[config.mk]
export PLATFORM = sky130hd
export DESIGN_NAME = data_cache
export DESIGN_NICKNAME = d
export VERILOG_FILES = /design/src/rtl/data_cache.sv
export SDC_FILE = /design/constraint.sdc
export NUM_CORES = 1
export LEC_CHECK = 0
export CAP_MARGIN = 15
export CORE_MARGIN = 2
export CORE_UTILIZATION = 40
export CTS_BUF_LIST = sky130_fd_sc_hd__clkbuf_4
export DETAILED_ROUTE_END_ITERATION = 8
export PLACE_DENSITY_LB_ADDON = 0.08
export SLEW_MARGIN = 30
export SYNTH_ARGS = -nofsm -noshare
export SYNTH_HDL_FRONTEND = slang
export SYNTH_SLANG_ARGS = --single-unit
[constraint.sdc]
create_clock -name CLK -period 9.25 [get_ports CLK]
set_input_delay 1.85 -clock CLK [delete_from_list [all_inputs] [get_ports CLK]]
set_output_delay 1.85 -clock CLK [all_outputs]
set_load 0.1 [all_outputs]
[src/rtl/data_cache.sv]
// Direct-mapped, write-back, write-allocate data cache: 8 lines of one 32-bit block each.
// Hits complete in the request cycle; misses stall the CPU until the line is refilled.
module data_cache (
   input  logic        CLK,
   input  logic        RESET,
   input  logic        READ,
   input  logic        WRITE,
   input  logic [7:0]  ADDRESS,
   input  logic [7:0]  WRITEDATA,
   output logic [7:0]  READDATA,
   output logic        BUSYWAIT,
   output logic        MEM_READ,
   output logic        MEM_WRITE,
   output logic [5:0]  MEM_ADDRESS,
   output logic [31:0] MEM_WRITEDATA,
   input  logic [31:0] MEM_READDATA,
   input  logic        MEM_BUSYWAIT
);

   typedef enum logic [1:0] {StIdle, StWriteback, StFetch, StUpdate} state_t;

   state_t      r_state;
   logic [7:0]  r_valid;
   logic [7:0]  r_dirty;
   logic [2:0]  r_tag  [8];
   logic [31:0] r_data [8];
   logic [31:0] r_fill;

   logic [2:0]  w_tag;
   logic [2:0]  w_index;
   logic [4:0]  w_bit;
   logic        w_req;
   logic        w_hit;

   assign w_tag   = ADDRESS[7:5];
   assign w_index = ADDRESS[4:2];
   assign w_bit   = {ADDRESS[1:0], 3'b000};
   assign w_req   = READ | WRITE;
   assign w_hit   = r_valid[w_index] && (r_tag[w_index] == w_tag);

   // Reset forces the CPU-facing outputs quiet regardless of state or request.
   always_comb begin
      BUSYWAIT = 1'b0;
      READDATA = 8'h00;
      if (RESET) begin
         if (r_state != StIdle) begin
            BUSYWAIT = 1'b1;
         end else if (w_req) begin
            if (w_hit) READDATA = r_data[w_index][w_bit +: 8];
            else       BUSYWAIT = 1'b1;
         end
      end
   end

   always_ff @(posedge CLK) begin
      if (!RESET) begin
         r_state       <= StIdle;
         r_valid       <= '0;
         r_dirty       <= '0;
         MEM_READ      <= 1'b0;
         MEM_WRITE     <= 1'b0;
         MEM_ADDRESS   <= '0;
         MEM_WRITEDATA <= '0;
      end else begin
         unique case (r_state)
            StIdle: begin
               if (w_req) begin
                  if (w_hit) begin
                     // WRITE wins when both READ and WRITE are high.
                     if (WRITE) begin
                        r_data[w_index][w_bit +: 8] <= WRITEDATA;
                        r_dirty[w_index]            <= 1'b1;
                     end
                  end else if (r_valid[w_index] && r_dirty[w_index]) begin
                     r_state       <= StWriteback;
                     MEM_WRITE     <= 1'b1;
                     MEM_ADDRESS   <= {r_tag[w_index], w_index};
                     MEM_WRITEDATA <= r_data[w_index];
                  end else begin
                     r_state     <= StFetch;
                     MEM_READ    <= 1'b1;
                     MEM_ADDRESS <= ADDRESS[7:2];
                  end
               end
            end
            StWriteback: begin
               // Hand straight over to the fetch so the two requests are back to back.
               if (!MEM_BUSYWAIT) begin
                  r_state     <= StFetch;
                  MEM_WRITE   <= 1'b0;
                  MEM_READ    <= 1'b1;
                  MEM_ADDRESS <= ADDRESS[7:2];
               end
            end
            StFetch: begin
               if (!MEM_BUSYWAIT) begin
                  r_state  <= StUpdate;
                  MEM_READ <= 1'b0;
                  r_fill   <= MEM_READDATA;
               end
            end
            StUpdate: begin
               r_state          <= StIdle;
               r_data[w_index]  <= r_fill;
               r_tag[w_index]   <= w_tag;
               r_valid[w_index] <= 1'b1;
               r_dirty[w_index] <= 1'b0;
            end
         endcase
      end
   end

endmodule

======== Word level (Yosys, flattened, before mapping) ========
Memory sizes are Yosys's and may differ from the RTL's.
Index checks and enable logic that the tools add are counted.
storage, ports and cells
  register bits after elaboration ......... 90
  bits in writable memories ............... 280
  input bits .............................. 53
  output and inout port bits .............. 49
  logic and storage cells ................. 162
  memories ................................ 2
memory list
  name    depth  width  rd ports  clocked after Yosys merged registers in  write ports  line  RTL
  r_data  8      32     1         0                                        1            26    logic [31:0] r_data [8];
  r_tag   8      3      1         0                                        1            25    logic [2:0] r_tag [8];
cells by class
  add/subtract/negate cells ............... 1
  magnitude comparators ................... 2
  equal/unequal tests ..................... 12
  shift operators ......................... 3
  muxes and demuxes ....................... 80
  bitwise logic cells ..................... 39
  reductions and logical operators ........ 15
operator list
  kind                                                                     number
  8-bit two-way mux                                                        7
  1-bit two-way mux                                                        55
  1-bit OR                                                                 33
  32-bit two-way mux                                                       1
  8-bit by 7-bit variable shift with 32-bit output (first input constant)  1
  32-bit by 6-bit variable part select with 8-bit output                   1
  8-bit by 7-bit variable part select with 32-bit output                   1
  6-bit two-way mux                                                        4
  2-bit != test (second input constant)                                    8
  8-bit OR                                                                 2
  8-bit case mux with 2 select lines                                       1
  4-bit AND reduction                                                      4
  6-bit case mux with 2 select lines                                       1
  2-bit two-way mux                                                        5
  8-bit bitwise AND                                                        1
  8-bit NOT                                                                1
  2-bit case mux with 4 select lines                                       1
  5-bit negator with 7-bit output                                          1
  1-bit binary-select mux with 3-bit select                                2
  6-bit AND reduction                                                      1
  2-bit nonzero test                                                       3
  5-bit AND reduction                                                      1
  2-bit equality test (second input constant)                              2
  3-bit by 4-bit < comparator with 1-bit output (second input constant)    1
  11 further kinds                                                         14

======== Depth between registers and ports, before layout ========
  depth in word-level cells ............... 9
  depth in mapped cells ................... 10
  gate-level depth less buffers ........... 7

======== Worst setup path after synthesis ========
Ideal clock, no wire load.
  path type ............................... input to output
  start ................................... in ADDRESS[2]
  end ..................................... out READDATA[7]
  data arrival time ....................... 4.995 ns
  required time ........................... 7.400 ns
  path slack .............................. 2.405 ns
  cell stages on the path ................. 8
  path buffers ............................ 3
  cells stage by stage .................... buf_2 buf_6 mux2_4 a221oi_4 xor2_2 buf_4 nand4_2 a21oi_1
between the ends
  longest elaborated chain between the ends .. 7
  elaborated cells on any way between the ends .. 11
  classes of those cells .................. eq/ne (1); shift (1); mux (6); reduce/logical (1); memory (2)
ends and longest elaborated chain
  what                                                                       line  RTL
  from (decl)                                                                8     input logic [7:0] ADDRESS,
  parallel branches: the longest is 3 deep, another holds memory 8 x 32 bit  --
  8-bit two-way mux (*)                                                      49    if (w_hit) READDATA = r_data[w_index][w_bit +: 8];
  8-bit two-way mux (*)                                                      48    end else if (w_req) begin
  8-bit two-way mux (*)                                                      46    if (r_state != StIdle) begin
  8-bit two-way mux (*)                                                      45    if (RESET) begin
  to (decl)                                                                  10    output logic [7:0] READDATA,
Every way passes the cells marked *. The select of a mux whose other input is x is not followed.

======== Final worst setup path ========
  start ................................... in ADDRESS[3]
  end ..................................... out READDATA[7]
Same word-level chain as after synthesis.

==> impl_metrics.ini <==
[setup_path]
cp_top_family = buffers and inverters
regToRegSetupSlack_ns = 5.87
end_kind = primary output
timing.rr.end = r_data[4][19]$_DFFE_PP_
path_buf_inv = 3
cp_common_cell = buf_4
path_max_fanout = 44
worstReg2RegStart = r_tag[7][2]$_DFFE_PP_
crit_path_cell_trace = buf_4 > buf_4 > and2_1 > a32oi_1 > a31oi_1 > nand4_2 > a21oi_1 > clkdlybuf4s50_1
max_stage_delay_ns = 1.15
cp.arrival_ns = 5.94
cp_slowest_cell = clkdlybuf4s50_1
required_ns = 7.40
crit_type = primary input to primary output
crit_path_start_kind = primary input
rr_worst_depth = 6

[cells_and_area]
fillers = 3391
layout-drive-gt1-share_pct = 23.4
final_util_pct = 48.2
final_area_sq_um = 18200
nNetsFinal = 1210
area_growth_pct = 18.3

[sta]
fin_crit_sh_pct = 84.2
report.final.slew_viol_count = 0
hold_viol_final = 0
grt_setup_unrepaired = no
fmax_mhz = 128
maxSlewHeadroom_pct = 32.8
setup_viol = 0
worst_slew_pin_slew_ns = 1.00
fin_skew_ns = 0.0569
setup_slack_ns = 1.46
layout_min_cycle_time_ns = 7.79
finalSetupTns_ns = 0

[clock_network]
cts_hold_buf = 0
cts_max_level = 3
clk_latency_ns = 0.79
cts.repair.resized = 0
cts_setup_buffers = 0
clk_pin_slew_worst_paths_ns = 0.06
cts.sinks = 370
cts_buffers = 97
cts_tree = yes
root_buffer = clkbuf_4
clk_path_buf_depth = 3

[worst_hold_path]
hold_path.class = register to register
min_to = MEM_WRITEDATA[26]$_SDFFE_PN0P_
hp-start = MEM_WRITEDATA[26]$_SDFFE_PN0P_
hold_path_depth = 2

[logic_synthesis]
yosys_register_bits = 370
syn_inst = 997
synth_top_family_by_area = multiplexers
yosys_warnings = 0
yosysSeqAreaShare_pct = 68.5
synthArstFlopShare_pct = 0
yosys.area_share.simple_pct = 6.70
yosys.area_share.xor_xnor_pct = 0.106
synthFlopType = edfxtp_1
syn-num-nets = 1059
muxShareOfSynthArea_pct = 11.6
synth-edff-count = 312
syn_area_per_cell_sq_um = 15.4
synthAdderAreaFrac_pct = 0.732
syn-cell-area_sq_um = 15400
synth_compound_area_share_pct = 9.96
ys_types = 60

[job]
maxCapViolCount = 0

[route]
drt_iter0_markers = 859
drt_wl_total_mm = 43.9
post_drt_wl_per_cell_um = 25.3
viasPerCell = 5.57
drc_errors = 0
vias = 9648
antenna_left = 0
first_pass_iters = 5

[grt]
grt_pass1_wl_mm = 64.0
grt_max_degree = 50
grt.overflow.total = 0
track_usage_pct = 21.7
grt_pass1_vias = 9724
antenna_found_initial = 1

[floorplan]
core_area_sq_um = 37800
rows = 71
ios = 102
dieArea_sq_um = 40000
fp.dieW_um = 200
die_h_um = 200
initial_core_util_pct = 40.7

[placed_design]
gp_congestion = 0.890
portBuffers = 101
hpwl_mm = 30.3
place_area_sq_um = 16800
dp_slack_ns = 1.40

[pwr]
powerDensity_nw_per_um2 = 206
leakage_uw = 0.00620
total_power_uw = 3750
vdd_drop_max_uv = 93.8

[run_status]
status = finished, final reports clean
state kept, by name (all words and copies together) (netlist names), named ones only:
register,count
r_state,2
r_tag,24
MEM_WRITEDATA,32
MEM_READ,1
MEM_WRITE,1
MEM_ADDRESS,6
r_data,256
r_fill,32
r_valid,8
worst min-delay path: stages (launching register included):
cell and delay, ns:
dfxtp_1 0.31, nand2_1 0.05, o21bai_1 0.05
synth_stat cells, types with 3 or more instances:
| cell | count | area, sq um |
|---|---|---|
| buf_4 | 7 | 52.6 |
| nor2_1 | 76 | 285 |
| a22oi_1 | 21 | 158 |
| mux4_2 | 35 | 788 |
| nand2_1 | 81 | 304 |
| inv_1 | 9 | 33.8 |
| a21o_1 | 9 | 67.6 |
| a31oi_1 | 7 | 43.8 |
| mux2_2 | 25 | 282 |
| a221o_1 | 3 | 30.0 |
| o21bai_1 | 11 | 82.6 |
| mux2i_1 | 58 | 581 |
| clkbuf_1 | 29 | 109 |
| nand2b_1 | 9 | 56.3 |
| a221oi_1 | 20 | 175 |
| buf_6 | 4 | 45.0 |
| a2111oi_0 | 13 | 114 |
| buf_1 | 3 | 11.3 |
| o21ai_0 | 9 | 45.0 |
| or2_2 | 5 | 31.3 |
| and2_1 | 17 | 106 |
| nor3_1 | 7 | 35.0 |
| buf_2 | 23 | 115 |
| ha_1 | 9 | 113 |
| a211o_1 | 3 | 26.3 |
| o22ai_1 | 9 | 56.3 |
| a41oi_2 | 4 | 65.1 |
| nor2_2 | 3 | 18.8 |
| mux2_4 | 9 | 135 |
| nand3_1 | 10 | 50.1 |
| a211oi_1 | 6 | 45.0 |
| nor2b_1 | 7 | 43.8 |
| a22o_1 | 40 | 350 |
| o221ai_1 | 8 | 70.1 |
| o211ai_1 | 3 | 22.5 |
| edfxtp_1 | 312 | 9370 |
| dfxtp_1 | 58 | 1160 |
| a21oi_1 | 5 | 25.0 |
placed cells by master (no fill, tap or decap), types with 8 or more instances in the layout:
cell | Yosys | layout
mux2_4 | 9 | 9
clkdlybuf4s50_1 | 0 | 97
dfxtp_1 | 58 | 58
a21o_1 | 9 | 9
o22ai_1 | 9 | 9
mux4_2 | 35 | 35
a221oi_1 | 20 | 20
a22o_1 | 40 | 40
o221ai_1 | 8 | 8
clkbuf_4 | 0 | 147
nand2b_1 | 9 | 9
buf_4 | 7 | 19
nor2_1 | 76 | 62
ha_1 | 9 | 9
nand2_1 | 81 | 81
o21ai_0 | 9 | 9
mux2i_1 | 58 | 58
nor2_2 | 3 | 16
o21bai_1 | 11 | 11
inv_1 | 9 | 9
and2_1 | 17 | 17
nand3_1 | 10 | 10
clkinv_1 | 0 | 13
a2111oi_0 | 13 | 9
mux2_2 | 25 | 25
a22oi_1 | 21 | 21
edfxtp_1 | 312 | 312
per-stage QoR:
stage          hold slack (ns)  std cells
2_1_floorplan            0.419        997
3_3_place_gp             0.428       1559
3_5_place_dp             0.439       1559
4_1_cts                  0.454       1729
5_1_grt                  0.467       1731
6_report                 0.451       1731
power breakdown:
part	total (uW)	leakage [uW]	switching (uW)	internal [uW]
combinational	404	0.00211	275	130
sequential	1850	0.00331	11.4	1840
clock	1490	0.000777	658	832
kinds of logic after synthesis:
kind of cell,count (synthesis)
XOR/XNOR,1
buffers and inverters,77
adder cells (fa/ha/maj),9
flip-flops,370
AO/OA/AOI/OAI,186
multiplexers,127
AND/OR/NAND/NOR,227
routing by layer:
| layer | global-route usage (%) | up-vias | routed length (um) | share of wire (%) |
|---|---|---|---|---|
| li1 | - | 4284 | - | - |
| met1 | 28.9 | 4865 | 19000 | 43 |
| met2 | 34.7 | 427 | 20600 | 47 |
| met3 | 5.04 | 72 | 3130 | 7.1 |
| met4 | 8.61 | 0 | 1100 | 2.5 |
| met5 | 0 | - | 0 | 0 |
how the worst max path moves through the flow:
stage               start     endpoint  slack, ns  cells after the start
2_1_floorplan  ADDRESS[2]  READDATA[7]       2.40                      8
3_3_place_gp   ADDRESS[4]  READDATA[7]       1.50                      8
3_5_place_dp   ADDRESS[4]  READDATA[7]       1.40                      8
4_1_cts        ADDRESS[4]  READDATA[7]       1.39                      8
5_1_grt        ADDRESS[3]  READDATA[7]       1.27                      8
6_report       ADDRESS[3]  READDATA[7]       1.46                      8
area by class of cell:
class	count	area, sq um	area share, %
Multi-Input combinational cell	550	4530	24.9
Antenna cell	1	2.50	0.0138
Timing Repair Buffer	118	1150	6.30
Clock inverter	23	205	1.13
Clock buffer	147	1100	6.06
Sequential cell	370	10500	57.9
Tap cell	511	639	3.51
Inverter	11	41.3	0.227
Note: power is estimated with default switching activity, not from simulation.
